<file path="config.mk">
export PLATFORM = sky130hd
export DESIGN_NAME = pupil_detect_param
export DESIGN_NICKNAME = d
export VERILOG_FILES = /design/src/rtl/pupil_detect_param.sv
export SDC_FILE = /design/constraint.sdc
export NUM_CORES = 2
export LEC_CHECK = 0
export CAP_MARGIN = 20
export CORE_MARGIN = 2
export CORE_UTILIZATION = 27
export DETAILED_ROUTE_END_ITERATION = 8
export SETUP_SLACK_MARGIN = 0.5
export SLEW_MARGIN = 20
export SYNTH_ARGS = -nofsm -noshare
export SYNTH_HDL_FRONTEND = slang
export SYNTH_SLANG_ARGS = --single-unit
</file>
<file path="constraint.sdc">
create_clock -name clock -period 10.5 [get_ports clock]
set_input_delay 1.05 -clock clock [delete_from_list [all_inputs] [get_ports clock]]
set_output_delay 1.05 -clock clock [all_outputs]
set_load 0.005 [all_outputs]
</file>
<file path="src/rtl/pupil_detect_param.sv">
// Pupil detector for the Stonyman capture path. Each row is scanned at one
// pixel per clock. The block keeps the longest pupil-pixel run found in the
// frame and reports its centre, row and width when the frame ends.
module pupil_detect_param #(
   parameter int unsigned RESOLUTION = 112,
   parameter int unsigned PIX_W      = 8,
   parameter int unsigned COORD_W    = 8,
   parameter int unsigned POLARITY   = 1,
   parameter int unsigned MIN_RUN    = 4
) (
   input  logic                          clock,
   input  logic                          reset,
   input  logic [RESOLUTION*PIX_W-1:0]   row_pixels,
   input  logic                          row_valid,
   output logic                          row_ready,
   input  logic                          frame_capture_done,
   input  logic [PIX_W-1:0]              threshold,
   output logic [COORD_W-1:0]            pupil_location_horizontal,
   output logic [COORD_W-1:0]            pupil_location_vertical,
   output logic [COORD_W-1:0]            pupil_width,
   output logic                          pupil_found,
   output logic                          result_valid
);

   localparam int unsigned ROW_W = RESOLUTION * PIX_W;

   localparam logic [1:0] S_IDLE    = 2'd0;
   localparam logic [1:0] S_SCAN    = 2'd1;
   localparam logic [1:0] S_PUBLISH = 2'd2;

   localparam logic [COORD_W-1:0] LAST_IDX = COORD_W'(RESOLUTION - 1);
   localparam logic [COORD_W-1:0] MIN_LEN  = COORD_W'(MIN_RUN);
   localparam logic [COORD_W-1:0] ROW_MAX  = '1;
   localparam logic [COORD_W-1:0] ONE      = COORD_W'(1);

   logic [1:0]         state, state_n;
   logic [ROW_W-1:0]   row_buf;
   logic [PIX_W-1:0]   thr;
   logic [COORD_W-1:0] pixel_idx;
   logic [COORD_W-1:0] run_len, run_start;
   logic [COORD_W-1:0] row_best_len, row_best_start;
   logic [COORD_W-1:0] frame_best_len, frame_best_start, frame_best_row;
   logic [COORD_W-1:0] row_idx;
   logic               pending;

   logic [PIX_W-1:0]   pix;
   logic               is_pupil;
   logic               last_pix;
   logic [COORD_W-1:0] run_len_inc, start_ext;
   logic [COORD_W-1:0] cl_len, cl_start;
   logic [COORD_W-1:0] rb_len_n, rb_start_n;
   logic               frame_upd;
   logic [COORD_W-1:0] pub_len, pub_start, pub_row, pub_center;

   // State register
   always_ff @(posedge clock or negedge reset) begin
      if (!reset) state <= S_IDLE;
      else        state <= state_n;
   end

   // Next-state decode
   always_comb begin
      state_n = state;
      case (state)
         S_IDLE: begin
            if (row_valid)               state_n = S_SCAN;
            else if (frame_capture_done) state_n = S_PUBLISH;
         end
         S_SCAN: begin
            if (last_pix) state_n = (pending || frame_capture_done) ? S_PUBLISH : S_IDLE;
         end
         S_PUBLISH: state_n = S_IDLE;
         default:   state_n = S_IDLE;
      endcase
   end

   // Pixel classification, run closing and best-run selection for this cycle
   always_comb begin
      pix         = row_buf[PIX_W-1:0];
      is_pupil    = (POLARITY != 0) ? (pix >= thr) : (pix <= thr);
      last_pix    = (pixel_idx == LAST_IDX);
      run_len_inc = run_len + ONE;
      start_ext   = (run_len == '0) ? pixel_idx : run_start;
      cl_len      = run_len;
      cl_start    = run_start;
      if (is_pupil) begin
         // An open run only closes here if this is the final pixel
         cl_len   = last_pix ? run_len_inc : '0;
         cl_start = start_ext;
      end
      rb_len_n   = row_best_len;
      rb_start_n = row_best_start;
      if (cl_len > row_best_len) begin
         rb_len_n   = cl_len;
         rb_start_n = cl_start;
      end
      frame_upd = (state == S_SCAN) && last_pix &&
                  (rb_len_n >= MIN_LEN) && (rb_len_n > frame_best_len);
      // Forward the final row's candidate when publishing straight from SCAN
      pub_len    = frame_upd ? rb_len_n   : frame_best_len;
      pub_start  = frame_upd ? rb_start_n : frame_best_start;
      pub_row    = frame_upd ? row_idx    : frame_best_row;
      pub_center = pub_start + ((pub_len - ONE) >> 1);
   end

   // Row capture, scan datapath, frame accumulators and registered outputs
   always_ff @(posedge clock or negedge reset) begin
      if (!reset) begin
         row_buf                   <= '0;
         thr                       <= '0;
         pixel_idx                 <= '0;
         run_len                   <= '0;
         run_start                 <= '0;
         row_best_len              <= '0;
         row_best_start            <= '0;
         frame_best_len            <= '0;
         frame_best_start          <= '0;
         frame_best_row            <= '0;
         row_idx                   <= '0;
         pending                   <= 1'b0;
         row_ready                 <= 1'b1;
         result_valid              <= 1'b0;
         pupil_location_horizontal <= '0;
         pupil_location_vertical   <= '0;
         pupil_width               <= '0;
         pupil_found               <= 1'b0;
      end else begin
         row_ready    <= (state_n == S_IDLE);
         result_valid <= (state_n == S_PUBLISH);

         case (state)
            S_IDLE: begin
               if (row_valid) begin
                  row_buf        <= row_pixels;
                  thr            <= threshold;
                  pixel_idx      <= '0;
                  run_len        <= '0;
                  run_start      <= '0;
                  row_best_len   <= '0;
                  row_best_start <= '0;
                  if (frame_capture_done) pending <= 1'b1;
               end
            end
            S_SCAN: begin
               row_buf        <= row_buf >> PIX_W;
               pixel_idx      <= pixel_idx + ONE;
               run_len        <= is_pupil ? run_len_inc : '0;
               run_start      <= start_ext;
               row_best_len   <= rb_len_n;
               row_best_start <= rb_start_n;
               if (frame_capture_done) pending <= 1'b1;
               if (last_pix) begin
                  if (frame_upd) begin
                     frame_best_len   <= rb_len_n;
                     frame_best_start <= rb_start_n;
                     frame_best_row   <= row_idx;
                  end
                  if (row_idx != ROW_MAX) row_idx <= row_idx + ONE;
               end
            end
            S_PUBLISH: begin
               frame_best_len   <= '0;
               frame_best_start <= '0;
               frame_best_row   <= '0;
               row_idx          <= '0;
               pending          <= 1'b0;
            end
            default: ;
         endcase

         // Results are loaded on entry to PUBLISH so they are visible during it
         if (state_n == S_PUBLISH) begin
            pupil_found               <= (pub_len != '0);
            pupil_width               <= pub_len;
            pupil_location_horizontal <= (pub_len != '0) ? pub_center : '0;
            pupil_location_vertical   <= (pub_len != '0) ? pub_row    : '0;
         end
      end
   end

endmodule

</file>
# Yosys cells after proc, flatten, opt, wreduce, memory -nomap -nowiden
# Cells that the tools add are included.
[word_totals]
out_inout_bits = 27
word_cells = 89
reg_bits = 1006
inputBits = 908
[classes]
eq_ne = 8
n_reduce_logical = 16
n_mux = 37
add_sub_neg = 5
n_lt_le_gt_ge = 4
[op_table]
columns = ["operator", "count"]
rows = [
  ["$pmux 896 s2", 1],
  ["$mux 896", 1],
  ["$mux 8", 18],
  ["$pmux 8 s2", 9],
  ["$add 8x1->8 const B", 3],
  ["$gt 8x8->1", 2],
  ["$add 8x7->8", 1],
  ["$eq 8x7->1 const B", 1],
  ["$ge 8x3->1 const B", 1],
  ["$ge 8x8->1", 1],
  ["$logic_not 8->1", 1],
  ["$mux 2", 4],
  ["$ne 8x8->1 const B", 1],
  ["$reduce_and 2->1", 4],
  ["$reduce_bool 8->1", 1],
  ["$sub 8x1->8 const B", 1],
  ["$eq 2x2->1 const B", 2],
  ["$logic_not 2->1", 2],
  ["$ne 2x2->1 const B", 2],
  ["$pmux 2 s2", 1],
  ["$reduce_bool 2->1", 2],
  ["$logic_and 1x1->1", 3],
  ["$pmux 1 s3", 1],
  ["$reduce_and 3->1", 1],
  ["5 further kinds", 6],
]

# Logic depth before layout (Yosys ltp)
[depth]
ltp_word = 12
ltp_mapped = 39

# Least setup slack after synthesis
# OpenSTA, ideal clock, no wires.
[synth_timing]
path_kind = "register to register"
start = "reg row_buf[0]"
end = "reg pupil_location_horizontal[7]"
t_arrival_ns = 7.731
synth_period_minus_slack_ns = 7.854
setup_ns = 0.122
path_stages_with_launch = 38
slack_ns = 2.646
path_cell_list = "dfrtp_1 > inv_1 > ha_1 > nand2b_1 > a2111o_1 > a211oi_2 > o21ai_0 > nand2_1 > ha_1 > and4_1 > nor2b_1 > a22o_1 > buf_2 > buf_1 > clkbuf_1 > o21ai_1 > ha_1 > and4_1 > [... 2 more ...] > a311oi_1 > o21ai_0 > a21oi_4 > o21a_1 > buf_4 > mux2i_1 > ha_1 > clkbuf_1 > xor2_1 > ha_1 > a21o_1 > a21oi_1 > nor2b_1 > o21a_1 > o41ai_1 > xnor2_1 > a21oi_1 > a21oi_1"
[synth_between]
elab_chain_cells = 11
[synth_rtl]
columns = ["item", "line_no", "rtl"]
rows = [
  ["start: declaration", "37", "logic [ROW_W-1:0] row_buf;"],
  ["start signal: assignment", "134", "row_buf <= row_pixels;"],
  ["start signal: assignment", "145", "row_buf <= row_buf >> PIX_W;"],
  ["$ge 8x8->1 (*)", "80", "is_pupil = (POLARITY != 0) ? (pix >= thr) : (pix <= thr);"],
  ["$mux 8", "86", "if (is_pupil) begin"],
  ["$gt 8x8->1", "93", "if (cl_len > row_best_len) begin"],
  ["$mux 8", "93", ""],
  ["$ge 8x3->1", "98", "(rb_len_n >= MIN_LEN) && (rb_len_n > frame_best_len);"],
  ["$logic_and 1x1->1", "97", "frame_upd = (state == S_SCAN) && last_pix &&"],
  ["$logic_and 1x1->1", "98", ""],
  ["$mux 8", "-", ""],
  ["$sub 8x1->8", "103", "pub_center = pub_start + ((pub_len - ONE) >> 1);"],
  ["$add 8x7->8", "103", ""],
  ["$mux 8 (*)", "175", "pupil_location_horizontal <= (pub_len != '0) ? pub_center : '0;"],
  ["end signal: assignment", "175", ""],
  ["end: declaration", "18", "output logic [COORD_W-1:0] pupil_location_horizontal,"],
]
# Every way passes the cells marked *; elsewhere a longest branch is shown, timed or not.
# A chain may end at the register's enable or synchronous reset.

# Worst setup path in the final report
[layout_timing]
start = "reg pixel_idx[0]"
end = "reg pupil_location_horizontal[7]"
[layout_between]
elab_chain_cells = 12
[layout_rtl]
columns = ["item", "line_no", "rtl"]
rows = [
  ["start: declaration", "39", "logic [COORD_W-1:0] pixel_idx;"],
  ["start signal: assignment", "146", "pixel_idx <= pixel_idx + ONE;"],
  ["$eq 8x7->1", "81", "last_pix = (pixel_idx == LAST_IDX);"],
  ["$mux 8", "88", "cl_len = last_pix ? run_len_inc : '0;"],
  ["$mux 8", "86", ""],
  ["$gt 8x8->1", "93", ""],
  ["$mux 8", "93", ""],
  ["$ge 8x3->1", "98", ""],
  ["$logic_and 1x1->1", "97", ""],
  ["$logic_and 1x1->1", "98", ""],
  ["$mux 8", "-", ""],
  ["$sub 8x1->8", "103", ""],
  ["$add 8x7->8", "103", ""],
  ["$mux 8", "175", ""],
]
# Several ways; a longest one is shown, not always the timed one.

==> results.json <==
{
  "hold_class": "input pin to async pin",
  "die_w_um": 419,
  "ant_nets": 0,
  "slew_viol_final": 0,
  "h-tree-depth": 3,
  "die_y_um": 419,
  "grt_use_total": 0.209,
  "die_area_um2": 175000,
  "ys.flop_type": "dfrtp_1",
  "cap_violations": 0,
  "finalClockSkew_ns": 0.0279,
  "wl_mm": 193,
  "multiInputGateArea_um2": 19200,
  "peakVddDrop_mv": 0.290,
  "ctsHoldBuffers": 0,
  "cts_tree": "done",
  "rows": 152,
  "post_cts_buffers": 0,
  "drc": 0,
  "seq_area_frac_synth": 0.542,
  "antenna_found_initial": 97,
  "grt_pass1_vias": 41545,
  "fin_crit_sh": 0.850,
  "critPathArrivalTime_ns": 9.60,
  "fin_crit_ns": 8.93,
  "fmax_mhz": 112,
  "clock_sinks": 1006,
  "drtIter0Drc": 4481,
  "clkTransAtPathRegs_ns": 0.06,
  "vias_per_cell": 5.69,
  "grt.overflow.total": 0,
  "cts_resized": 0,
  "p_per_area_nw_per_um2": 318,
  "crit_path_max_fanout": 22,
  "tightestPinTransition_ns": 1.14,
  "final_util": 0.359,
  "clock_latency_ns": 0.77,
  "cts_buffer_depth": 3,
  "portBuffers": 934,
  "status": "completed",
  "drtPass1Iterations": 5,
  "yosys_register_bits": 1006,
  "syn_avg_cell_area_um2": 9.86,
  "core_area_um2": 171000,
  "p_leak_nw": 22.3,
  "synth_cell_type_count": 61,
  "yosysWarningCount": 0,
  "crit_required_ns": 11.18,
  "fillCellCount": 17140,
  "crit_slowest_cell": "or4_1",
  "final_nets": 6274,
  "timing_worst_setup_path_type": "flip-flop to flip-flop",
  "reg2reg_slack_ns": 1.57,
  "cts_buffers": 115,
  "slew_headroom": 0.239,
  "io_pins": 935,
  "synth_fp_nets": 5655,
  "avgRoutedWirePerCell_um": 24.9,
  "drive_above_1_share": 0.0524,
  "area_growth_syn_to_layout_pct": 32.5,
  "hold_violations": 0,
  "slowest_delay_ns": 0.81,
  "grt_pass1_wl_mm": 278,
  "dp_hpwl_mm": 131,
  "grt_max_degree": 197,
  "dr_total_vias": 44009,
  "cpMostUsedCell": "ha_1",
  "routabilityCongestion": 0.906,
  "start_kind": "flip-flop",
  "initial_core_util": 0.271,
  "clock-root-buffer": "clkbuf_16",
  "synth_area_um2": 46400,
  "worstSetupEndpointType": "flip-flop",
  "setup_violations": 0,
  "fin_setup_tns_ns": 0,
  "seqCellArea_um2": 25200,
  "synth-edff-count": 0,
  "rsz0062_at_grt": "no",
  "synth_async_sr_flop_share": 1.00,
  "syn_inst": 4708
}
## cell type report
cell class | instances | share of cell area
Clock inverter | 34 | 0.00755
Sequential cell | 1006 | 0.409
Clock buffer | 173 | 0.0556
Timing Repair Buffer | 994 | 0.162
Antenna cell | 89 | 0.00362
Multi-Input combinational cell | 3162 | 0.313
Tap cell | 2233 | 0.0454
Inverter | 48 | 0.00305
## power by group
group,switching (W),total (W),leakage [nW],internal [W]
sequential,0.00156,0.00713,11.1,0.00557
clock,0.00173,0.00420,1.90,0.00247
combinational,0.00509,0.00824,9.28,0.00315
total,0.00837,0.0196,22.3,0.0112
## per-layer routing
metal,GRT usage,part of all wire,vias to the layer above
met3,0.0409,0.059,400
met5,0,0.00035,-
met4,0.107,0.045,10
met1,0.272,0.42,22234
li1,-,-,19811
met2,0.329,0.48,1554
## state kept, by name, indices dropped and copies added (netlist names), 2 cells and up
signal	count
frame_best_len	8
frame_best_row	8
frame_best_start	8
pixel_idx	8
pupil_location_horizontal	8
pupil_location_vertical	8
pupil_width	8
row_best_len	8
row_best_start	8
row_buf	896
row_idx	8
run_len	8
run_start	8
state	2
thr	8
## cells in the mapped netlist (2+ instances only)
cell,instances,area share
o22ai_1,1501,0.20
dfrtp_1,1005,0.54
a21oi_1,795,0.086
clkbuf_1,458,0.037
nand2_1,202,0.016
o21ai_0,176,0.019
mux2i_1,152,0.033
nor2_1,62,0.0050
inv_1,47,0.0038
a22o_1,45,0.0085
nand3_1,39,0.0042
ha_1,38,0.010
buf_1,26,0.0021
xnor2_1,18,0.0034
mux2_2,11,0.0027
xor2_1,9,0.0017
and3_1,8,0.0011
nor2b_1,8,0.0011
nor3_1,8,0.00086
o311ai_2,8,0.0028
a21o_1,7,0.0011
o21ai_1,7,0.00075
a31oi_1,6,0.00081
mux2_4,6,0.0019
buf_2,5,0.00054
a32o_1,4,0.00086
nand2b_1,4,0.00054
nand4_1,4,0.00054
o21a_1,4,0.00065
and4_1,3,0.00057
or3_1,3,0.00040
a211o_1,2,0.00038
a211oi_1,2,0.00032
a22oi_1,2,0.00032
buf_6,2,0.00049
nor4_1,2,0.00027
o21ai_2,2,0.00038
o221ai_1,2,0.00038
o31ai_1,2,0.00032
or4_1,2,0.00032
## kinds of logic after synthesis
| logic type | Yosys count | synth area share |
|---|---|---|
| buffers and inverters | 540 | 0.0442 |
| xor gates and xnor gates | 27 | 0.00509 |
| adders and majority gates | 39 | 0.0107 |
| muxes | 170 | 0.0377 |
| DFF | 1006 | 0.542 |
| and+or+nand+nor | 347 | 0.0318 |
| AOI/OAI and AO/OA | 2579 | 0.328 |
## path summary, 6_finish.rpt
check                                          from                                        to  cells after the start
max                        pixel_idx[0]$_DFFE_PN0P_  pupil_location_horizontal[7]$_DFFE_PN0P_                     31
min                                           reset                  row_buf[402]$_DFFE_PN0P_                      1
max reg2reg                pixel_idx[0]$_DFFE_PN0P_  pupil_location_horizontal[7]$_DFFE_PN0P_                     31
min reg2reg                row_buf[881]$_DFFE_PN0P_                  row_buf[881]$_DFFE_PN0P_                      2
max in group asynchronous                     reset                  row_buf[807]$_DFFE_PN0P_                      3
min in group clock         row_buf[881]$_DFFE_PN0P_                  row_buf[881]$_DFFE_PN0P_                      2
## metrics by stage
step                instances  power [W]  hold slack [ns]  setup WS, ns  instance area, um2
global route             7733     0.0208            0.236         0.919               61500
detailed placement       7442     0.0153            0.470          1.70               57300
global placement         7442     0.0151            0.462          1.82               57300
finish                   7739     0.0196            0.236          1.57               61500
CTS                      7649     0.0196            0.201          1.64               61200
floorplan                4708     0.0126            0.450          2.65               46400
## cell usage in the layout (no fill, tap or decap), types with 6 or more instances in the layout
cell             Yosys  layout
xor2_1               9       9
dfrtp_1           1005    1005
mux2i_1            152     152
a21oi_1            795     795
buf_4                1      46
clkinv_2             0      15
inv_1               47      47
ha_1                38      36
clkbuf_1           458      28
o311ai_2             8       8
o22ai_1           1501    1501
nor2_1              62      61
and3_1               8       8
a31oi_1              6       6
nand3_1             39      39
a21o_1               7       7
clkbuf_8             0      28
bufinv_16            0      10
a22o_1              45      45
diode_2              0      89
xnor2_1             18      18
buf_12               0      11
clkdlybuf4s50_1      0     933
mux2_4               6       6
nand2_1            202     200
clkbuf_16            0     117
mux2_2              11      11
o21ai_1              7       6
o21ai_0            176     176
nor2b_1              8       8
nor3_1               8       8
## worst max-delay path: cells and delay by family (launching register included)
kind            cells  cell delay, ns
compound gates     12            3.92
simple gates       10            1.99
fa+ha+maj           5            1.41
flops               1            0.45
xor+xnor            2            0.38
buf+inv             1            0.36
mux                 1            0.33
(Power assumes the default switching activity.)
